===== src/rtl/dmem_arbiter.sv =====
// dmem_arbiter
//   Shares the single-cycle data-memory/peripheral bus between the pipeline
//   CPU MEM stage and a DMA requester (for example a UART program loader).
//   The CPU owns the bus by default and gets no added latency. The DMA gets
//   the bus in locked, address-incrementing bursts. A starvation counter
//   bounds how long a pending DMA waits behind CPU traffic. A one-cycle
//   post-burst cooldown guarantees the CPU a slot between bursts.
//
// Parameters
//   DATA_W    data width
//   LEN_W     burst length field width; a burst is dma_len+1 beats
//   MAX_WAIT  max cycles a pending DMA waits behind continuous CPU traffic
//
// Ports
//   clk, reset                 clock; asynchronous active-low reset
//   cpu_rd/cpu_wr/cpu_addr     CPU load/store request, byte address
//   cpu_wdata, cpu_rdata       CPU store data / load data (= mem_rdata)
//   cpu_stall                  CPU access not served this cycle
//   dma_req                    level burst request, held until dma_gnt
//   dma_wr/dma_addr/dma_len    burst direction, start address and beats-1,
//                              all sampled at grant
//   dma_wdata                  current write beat data
//   dma_gnt, dma_beat          DMA owns the bus / beat performed this cycle
//   dma_rdata, dma_rvalid      registered read beat data and its valid
//   dma_done                   one-cycle pulse, cycle after the last beat
//   mem_rd/mem_wr/mem_addr     downstream strobes and address
//   mem_wdata, mem_rdata       downstream write data / combinational read data

module dmem_arbiter #(
  parameter int unsigned DATA_W   = 32,
  parameter int unsigned LEN_W    = 4,
  parameter int unsigned MAX_WAIT = 8
) (
  input  logic              clk,
  input  logic              reset,

  input  logic              cpu_rd,
  input  logic              cpu_wr,
  input  logic [31:0]       cpu_addr,
  input  logic [DATA_W-1:0] cpu_wdata,
  output logic [DATA_W-1:0] cpu_rdata,
  output logic              cpu_stall,

  input  logic              dma_req,
  input  logic              dma_wr,
  input  logic [31:0]       dma_addr,
  input  logic [LEN_W-1:0]  dma_len,
  input  logic [DATA_W-1:0] dma_wdata,
  output logic              dma_gnt,
  output logic              dma_beat,
  output logic [DATA_W-1:0] dma_rdata,
  output logic              dma_rvalid,
  output logic              dma_done,

  output logic              mem_rd,
  output logic              mem_wr,
  output logic [31:0]       mem_addr,
  output logic [DATA_W-1:0] mem_wdata,
  input  logic [DATA_W-1:0] mem_rdata
);

  localparam int unsigned WAIT_W = (MAX_WAIT > 1) ? $clog2(MAX_WAIT) : 1;
  localparam logic [WAIT_W-1:0] WAIT_MAX = WAIT_W'(MAX_WAIT - 1);

  typedef enum logic {
    IDLE  = 1'b0,
    BURST = 1'b1
  } state_t;

  state_t              state_q;
  state_t              state_d;

  logic [WAIT_W-1:0]   wait_cnt;
  logic [LEN_W-1:0]    beats_left;
  logic [31:0]         addr_q;
  logic                wr_q;
  logic                cool;

  logic                cpu_req;
  logic                grant;
  logic                last_beat;

  assign cpu_req   = cpu_rd | cpu_wr;
  // A pending DMA wins when the CPU is quiet or has starved it long enough;
  // never in the cooldown cycle right after a burst.
  assign grant     = (state_q == IDLE) && dma_req && !cool &&
                     (!cpu_req || (wait_cnt == WAIT_MAX));
  assign last_beat = (state_q == BURST) && (beats_left == '0);

  // ---------------------------------------------------------------------
  // State register
  // ---------------------------------------------------------------------
  always_ff @(posedge clk or negedge reset) begin
    if (!reset) begin
      state_q <= IDLE;
    end else begin
      state_q <= state_d;
    end
  end

  // ---------------------------------------------------------------------
  // Next-state logic
  // ---------------------------------------------------------------------
  always_comb begin
    state_d = state_q;
    unique case (state_q)
      IDLE:    if (grant)     state_d = BURST;
      BURST:   if (last_beat) state_d = IDLE;
      default:                state_d = IDLE;
    endcase
  end

  // ---------------------------------------------------------------------
  // Output logic: bus mux and handshake flags, combinational from state
  // ---------------------------------------------------------------------
  always_comb begin
    mem_rd    = cpu_rd;
    mem_wr    = cpu_wr;
    mem_addr  = cpu_addr;
    mem_wdata = cpu_wdata;
    cpu_stall = 1'b0;
    dma_gnt   = 1'b0;
    dma_beat  = 1'b0;
    unique case (state_q)
      IDLE: begin
      end
      BURST: begin
        mem_rd    = !wr_q;
        mem_wr    = wr_q;
        mem_addr  = addr_q;
        mem_wdata = dma_wdata;
        cpu_stall = cpu_req;
        dma_gnt   = 1'b1;
        dma_beat  = 1'b1;
      end
      default: begin
      end
    endcase
  end

  assign cpu_rdata = mem_rdata;

  // ---------------------------------------------------------------------
  // Starvation counter
  // ---------------------------------------------------------------------
  always_ff @(posedge clk or negedge reset) begin
    if (!reset) begin
      wait_cnt <= '0;
    end else if (state_q != IDLE || !dma_req || grant) begin
      wait_cnt <= '0;
    end else if (cpu_req && !cool && wait_cnt != WAIT_MAX) begin
      wait_cnt <= wait_cnt + 1'b1;
    end
  end

  // ---------------------------------------------------------------------
  // Burst bookkeeping: address, remaining beats, direction, cooldown
  // ---------------------------------------------------------------------
  always_ff @(posedge clk or negedge reset) begin
    if (!reset) begin
      addr_q     <= '0;
      beats_left <= '0;
      wr_q       <= 1'b0;
      cool       <= 1'b0;
    end else begin
      unique case (state_q)
        IDLE: begin
          cool <= 1'b0;
          if (grant) begin
            addr_q     <= dma_addr;
            beats_left <= dma_len;
            wr_q       <= dma_wr;
          end
        end
        BURST: begin
          addr_q     <= addr_q + 32'd4;
          beats_left <= beats_left - 1'b1;
          cool       <= last_beat;
        end
        default: begin
          cool <= 1'b0;
        end
      endcase
    end
  end

  // ---------------------------------------------------------------------
  // DMA return path: registered read data, valid and done pulses
  // ---------------------------------------------------------------------
  always_ff @(posedge clk or negedge reset) begin
    if (!reset) begin
      dma_rdata  <= '0;
      dma_rvalid <= 1'b0;
      dma_done   <= 1'b0;
    end else begin
      dma_done <= last_beat;
      if (state_q == BURST) begin
        dma_rdata  <= mem_rdata;
        dma_rvalid <= !wr_q;
      end else begin
        dma_rvalid <= 1'b0;
      end
    end
  end

endmodule


===== config.mk =====
export PLATFORM = sky130hd
export DESIGN_NAME = dmem_arbiter
export DESIGN_NICKNAME = d
export VERILOG_FILES = /design/src/rtl/dmem_arbiter.sv
export SDC_FILE = /design/constraint.sdc
export NUM_CORES = 1
export LEC_CHECK = 0
export ABC_AREA = 0
export CAP_MARGIN = 15
export CORE_MARGIN = 8
export CORE_UTILIZATION = 40
export DETAILED_ROUTE_END_ITERATION = 16
export GPL_TIMING_DRIVEN = 0
export PLACE_DENSITY_LB_ADDON = 0.12
export SLEW_MARGIN = 20
export SYNTH_ARGS = -nofsm -noshare
export SYNTH_HDL_FRONTEND = slang
export SYNTH_SLANG_ARGS = --single-unit

===== constraint.sdc =====
create_clock -name clk -period 4.3 [get_ports clk]
set_input_delay 1.29 -clock clk [delete_from_list [all_inputs] [get_ports clk]]
set_output_delay 1.29 -clock clk [all_outputs]
set_load 0.02 [all_outputs]

==> impl_metrics.toml, run 1 <==
[critical_path]
crit_path_start_kind = "flop"
r2r_cells = 6
stages_on_the_worst_setup_path = 5
cpMostUsedCell = "clkbuf_1"
cpPeakStageDelay_ns = 0.55
reg2reg_setup_slack_ns = 1.96
r2r_start = "addr_q[2]"
crit_path_end_kind = "output pin"
critical-path-top-delay-family = "buffers and inverters"
crit_slowest_cell = "clkdlybuf4s50_1"
critical_path.cell_chain = "clkbuf_8, clkbuf_1, clkbuf_1, mux2_2, clkdlybuf4s50_1"
timing.setup.critical_path_class = "flop to output pin"
critPathArrivalTime_ns = 2.90
path_max_fanout = 10
crit_buf_inv = 4
worstPathRequired_ns = 3.01
crit_start = "state_q"
crit-reg2reg-capture = "addr_q[28]"

[grt]
grt_antenna_before_repair = 0
overflow = 0
globalRouteTotalUtil_pct = 22.9
first_global_vias = 5159
grt_pass1_wl_mm = 28.8
maximum_number_of_pins_on_one_net_before_global_route_repair = 49

[place]
post-dp-hpwl_mm = 14.6
port_buffers = 304
globalplace.congestion = 0.817
dpl.cell_count = 912

[sta]
max_slew_margin_pct = 58.9
final.min_clock_period_ns = 4.19
worst_pin_slew_ns = 0.617
post-route-period-util_pct = 97.5
setup_repair_after_global_routing_missed_its_margin = "true"
hold_viol = 0
clock_skew_ns = 0.00755
achievable-frequency_mhz = 239
finalSetupTns_ns = 0
maxSlewViolCount = 0
setup_viol = 0

[cells_and_area]
layout_cell_share_with_drive_strength_beyond_1_pct = 21.4
areaGrowthSynthToFinish_pct = 75.6
nFillCells = 912
layout.area.seq_sq_mm = 0.00188
multi_input_area_sq_mm = 0.00248
nets = 951
layout.cells.most_common = "clkdlybuf4s50_1"
layout.cells.most_common_list = "303 x clkdlybuf4s50_1, 97 x mux2_2, 75 x dfrtp_1"
layout.cells.non_filler = 928
antenna_cells_inserted = 0

[floorplanning]
row_count = 40
initial_utilization_pct = 40.4
fp.coreArea_sq_mm = 0.0118
die_h_um = 125
design.die.area_sq_mm = 0.0157
top_level_i_o_count = 305
fp.dieW_um = 125

[power_and_ir_drop]
vdd.ir_drop.worst_v = 0.000372
power.leakage_nw = 3.43
power-per-cell-area_mw_per_mm2 = 632

[yosys]
synth_async_sr_flop_share_pct = 100
post_synth_net_total = 635
yosysWarnings = 0
synth.cell_area_sq_mm = 0.00477
syn-mean-instance-area_sq_um = 10.4
syn_inst = 460
ys_types = 54
sequential_area_share_after_synthesis_pct = 39.4
edff_count_synth = 0
synthFlopType = "dfrtp_1"
ys_ff_latch = 75

[hold_path]
holdPathStages = 1
holdPathEnd = "dma_rvalid"
hold_class = "flop to flop"
min-delay-start = "wr_q"

[route]
detailed_router_iteration_count_before_antenna_repair = 7
avgRoutedWirePerCell_um = 19.4
post-route-drc-count = 0
ant_nets = 0
routed_via_density = 5.17
postRouteWirelength_mm = 18.0
routed-via-count = 4797
drt-initial-drc-count = 268

[clock_tree]
cts_hold_bufs = 0
root_buffer_cell = "clkbuf_16"
cts-htree-levels = 3
clk_pin_slew_ns = 0.06
cts.repair_timing.setup_buffer_count = 0
cts-root-to-sink-buffers = 2
cts_buffers = 9
clock_sinks = 75
tritoncts = "yes"
insertion_delay_ns = 0.33

[job]
timing.max_cap.violations = 0

[run_status]
status = "finished, final reports clean"
registers in the layout, indices dropped and copies added, names as in the netlist:
signal	flops
dma_rdata	32
addr_q	32
state_q	1
dma_rvalid	1
wait_cnt	3
cool	1
wr_q	1
beats_left	4
where the power goes:
part | leakage, nW | internal, mW | switching (mW)
Combinational | 2.37 | 1.60 | 1.51
Sequential | 0.895 | 1.02 | 0.285
Clock | 0.167 | 0.572 | 0.303
stage by stage:
step                hold WS, ns  worst slack, ns  util [%]  instance area [sq um]  power [mW]
finish                    0.465            0.108      70.9                   8370        5.29
global route              0.496          -0.0293      70.9                   8370        5.59
CTS                       0.470           0.0759      70.8                   8370        5.33
detailed placement        0.455            0.375      67.9                   8020        4.43
global placement          0.452           -0.728      67.7                   7990        4.35
floorplan                 0.426             1.21         -                   4770        3.01
final cells by class:
type	count	share of cell area (%)
plain buffers	60	4.57
clock buffers	9	2.69
flip-flops and latches	75	22.4
well taps	147	2.20
clock inverters	7	1.48
inverters	8	0.359
multi-input cells	317	29.6
repair buffers	305	36.7
metal layers:
| metal | global-route usage [%] | wire [um] |
|---|---|---|
| met3 | 5.65 | 1220 |
| met1 | 26.1 | 7160 |
| met5 | 0 | 0 |
| met2 | 41.1 | 9370 |
| met4 | 7.16 | 293 |
worst register-to-register path: cells and delay by family, from the launching register on:
| family | cells | cell delay [ns] |
|---|---|---|
| DFF | 1 | 0.45 |
| and+or+nand+nor | 4 | 1.37 |
| adders and majority gates | 1 | 0.25 |
| AOI/OAI and AO/OA | 1 | 0.15 |
Yosys cell counts (5+ instances only):
master | instances | share of area, %
a22oi_1 | 9 | 1.4
a21oi_1 | 11 | 1.2
nand3_1 | 11 | 1.2
xnor2_1 | 10 | 1.8
clkbuf_1 | 16 | 1.3
inv_1 | 8 | 0.63
dfrtp_1 | 75 | 39
nand2_1 | 53 | 4.2
ha_1 | 5 | 1.3
and3_1 | 13 | 1.7
buf_4 | 34 | 5.4
nor3_1 | 8 | 0.84
nor2_1 | 13 | 1.0
buf_1 | 5 | 0.39
xor2_1 | 8 | 1.5
mux2_2 | 97 | 23
o21ai_0 | 20 | 2.1
timing repair:
item	in CTS	in global routing
gates resized for setup	0	4
endpoints found under the setup margin	0	35
hold endpoints to repair	0	0
how the worst max path moves through the flow:
stage	to	slack [ns]
after detailed placement	mem_addr[13]	0.38
after floorplan	mem_addr[30]	1.21
after global placement	addr_q[1]	-0.73
after CTS	mem_addr[19]	0.08
final	mem_addr[29]	0.11
after global routing	mem_addr[6]	-0.03
cells by family (layout without fill, tap and decap cells):
| kind of cell | count (synthesis) | in the layout | synth area share, % |
|---|---|---|---|
| compound gates | 69 | 69 | 9.63 |
| xor+xnor | 18 | 18 | 3.31 |
| fa+ha+maj | 5 | 5 | 1.31 |
| buf+inv | 68 | 389 | 8.61 |
| flops | 75 | 75 | 39.4 |
| mux | 100 | 100 | 23.5 |
| simple gates | 125 | 125 | 14.2 |
No activity file was read; power rests on OpenSTA's default activity.
==> run 2, diff against run 1 <==
--- a/config.mk
+++ b/config.mk
@@ -8,10 +8,11 @@
 export ABC_AREA = 0
 export CAP_MARGIN = 15
 export CORE_MARGIN = 8
-export CORE_UTILIZATION = 40
+export CORE_UTILIZATION = 37
 export DETAILED_ROUTE_END_ITERATION = 16
 export GPL_TIMING_DRIVEN = 0
 export PLACE_DENSITY_LB_ADDON = 0.12
+export REMOVE_ABC_BUFFERS = 1
 export SLEW_MARGIN = 20
 export SYNTH_ARGS = -nofsm -noshare
 export SYNTH_HDL_FRONTEND = slang
==> constraint.sdc (replaced) <==
create_clock -name clk -period 4 [get_ports clk]
set_input_delay 1.2 -clock clk [delete_from_list [all_inputs] [get_ports clk]]
set_output_delay 1.2 -clock clk [all_outputs]
set_load 0.02 [all_outputs]
==> run 2 against run 1 <==
Against the previous run: wire length shrank 5.1%; global-route usage decreased by 2.6 points; clock power fell by 2%; largest power group unchanged.
==> impl_metrics.toml, run 2 (synthesis gave the netlist of run 1 again) <==
[place]
port_buffers = 304
dpl.cell_count = 881
postPlaceCellArea_sq_mm = 0.00776
post-dp-hpwl_mm = 13.7
globalplace.congestion = 0.761

[cells_and_area]
multi_input_area_sq_mm = 0.00248
antenna_cells_inserted = 0
post-route-cell-area_sq_mm = 0.00809
layout.cells.non_filler = 897
layout_cell_share_with_drive_strength_beyond_1_pct = 18.5
layout.cells.most_common_list = "303 x clkdlybuf4s50_1, 97 x mux2_2, 74 x dfrtp_1"
layout.area.seq_sq_mm = 0.00188
areaGrowthSynthToFinish_pct = 69.7
nets = 896
layout.cells.most_common = "clkdlybuf4s50_1"
reg_top3 = "addr_q: 32 flops, dma_rdata: 32 flops, beats_left: 4 flops"
nFillCells = 1060

[power_and_ir_drop]
power.switching_fraction_pct = 39.6
clock_power_share_pct = 15.6
vdd.ir_drop.worst_v = 0.000285
power-per-cell-area_mw_per_mm2 = 683
seq_power_share_pct = 25.5
power.leakage_nw = 3.23
p_comb_share_pct = 58.9
internal-power_mw = 3.34
power.switching_mw = 2.19
power.total_mw = 5.53

[critical_path]
crit_slowest_cell = "clkdlybuf4s50_1"
critical_path.cell_chain = "clkdlybuf4s50_1, nor2_1, nor2_1, clkdlybuf4s50_1"
crit-reg2reg-capture = "addr_q[26]"
critPathArrivalTime_ns = 2.51
crit_path_end_kind = "output pin"
path_max_fanout = 4
r2r_cells = 7
crit_path_start_kind = "primary input"
reg2reg_setup_slack_ns = 1.50
r2r_start = "state_q"
cpPeakStageDelay_ns = 0.55
worstPathRequired_ns = 2.80
timing.setup.critical_path_class = "primary input to output pin"

[grt]
grt_pass1_wl_mm = 26.6
globalRouteTotalUtil_pct = 20.2
first_global_vias = 4944
maximum_number_of_pins_on_one_net_before_global_route_repair = 67
overflow = 0
grt_antenna_before_repair = 1

[clock_tree]
cts_buffers = 9
tritoncts = "yes"
root_buffer_cell = "clkbuf_16"
clock_sinks = 75
cts.repair_timing.setup_buffer_count = 0
clk_pin_slew_ns = 0.06
insertion_delay_ns = 0.33
cts_hold_bufs = 0
cts-root-to-sink-buffers = 2
cts-htree-levels = 3

[route]
routed_via_density = 5.06
detailed_router_iteration_count_before_antenna_repair = 5
drt-initial-drc-count = 247
ant_nets = 0
routed-via-count = 4536
post-route-drc-count = 0
avgRoutedWirePerCell_um = 19.1
postRouteWirelength_mm = 17.1

[sta]
achievable-frequency_mhz = 270
finalSetupTns_ns = 0
maxSlewViolCount = 0
hold_ws_ns = 0.478
max_slew_margin_pct = 31.2
worst_pin_slew_ns = 1.03
clock_skew_ns = 0.00776
setup_repair_after_global_routing_missed_its_margin = "false"
final.min_clock_period_ns = 3.71
post-route-period-util_pct = 92.7
setup_viol = 0
hold_viol = 0

[floorplanning]
initial_utilization_pct = 37.8
top_level_i_o_count = 305
fp.coreArea_sq_mm = 0.0126
die_h_um = 130
fp.dieW_um = 130
row_count = 41
design.die.area_sq_mm = 0.0168

[job]
timing.max_cap.violations = 0

[run_status]
status = "finished, final reports clean"

[hold_path]
holdPathStages = 1
hold_class = "flop to flop"
holdPathEnd = "dma_rvalid"
min-delay-start = "wr_q"
==> run 2: changes by cell type in the layout (fill, tap and decap cells not counted), sizes merged <==
cell / delta
clkinvlp: +2
inv: -2
buf: -38
clkdlybuf4s15: -1
bufinv: -1
clkinv: +1
clkbuf: -17
==> run 2: final cells by class <==
class | instances | area share, %
clock inverter | 6 | 1.11
multi-input combinational | 317 | 30.7
timing repair inverter | 1 | 0.0619
timing repair buffer | 309 | 39.0
tap | 172 | 2.66
inverter | 8 | 0.418
sequential | 75 | 23.2
clock buffer | 9 | 2.78
==> run 2: worst max-delay path: cells and delay by family <==
family / cells / cell delay, ns
buf+inv: 2 / 0.97
simple gates: 2 / 0.34
==> run 2: timing repair <==
item,in CTS,in global routing
setup endpoints to repair,1,1
endpoints found under the hold margin,0,0
cloned,0,1
gates resized for setup,1,0
==> run 2: stage by stage <==
step                      setup WS [ns]  utilization, %
after detailed placement          0.234            61.5
after CTS                        0.0235            64.1
after global routing              0.138            64.1
after global placement            -4.12            60.6
after floorplan                   -1.97               -
final                             0.291            64.1
==> run 2: how the worst max path moves through the flow <==
stage          startpoint        end  slack (ns)
5_1_grt           state_q     mem_rd        0.14
3_5_place_dp       cpu_wr  cpu_stall        0.23
6_report           cpu_wr  cpu_stall        0.29
3_3_place_gp      state_q     mem_rd       -4.12
2_1_floorplan     state_q  cpu_stall       -1.97
4_1_cts           state_q     mem_rd        0.02
==> run 2: power by group through the flow <==
stage	Clock, mW	Sequential [mW]	Combinational [mW]
final	0.860	1.41	3.26
after global routing	0.909	1.47	3.48
after CTS	0.882	1.41	3.30
after detailed placement	0	1.42	3.28
after global placement	0	1.60	3.08
after floorplan	0	1.72	1.46
==> run 2: layer usage <==
metal,up-vias,track usage [%],wire length [um]
met2,178,36.3,8870
li1,2153,-,-
met5,-,0,9
met1,2184,21.0,6110
met4,2,6.49,335
met3,19,8.34,1790
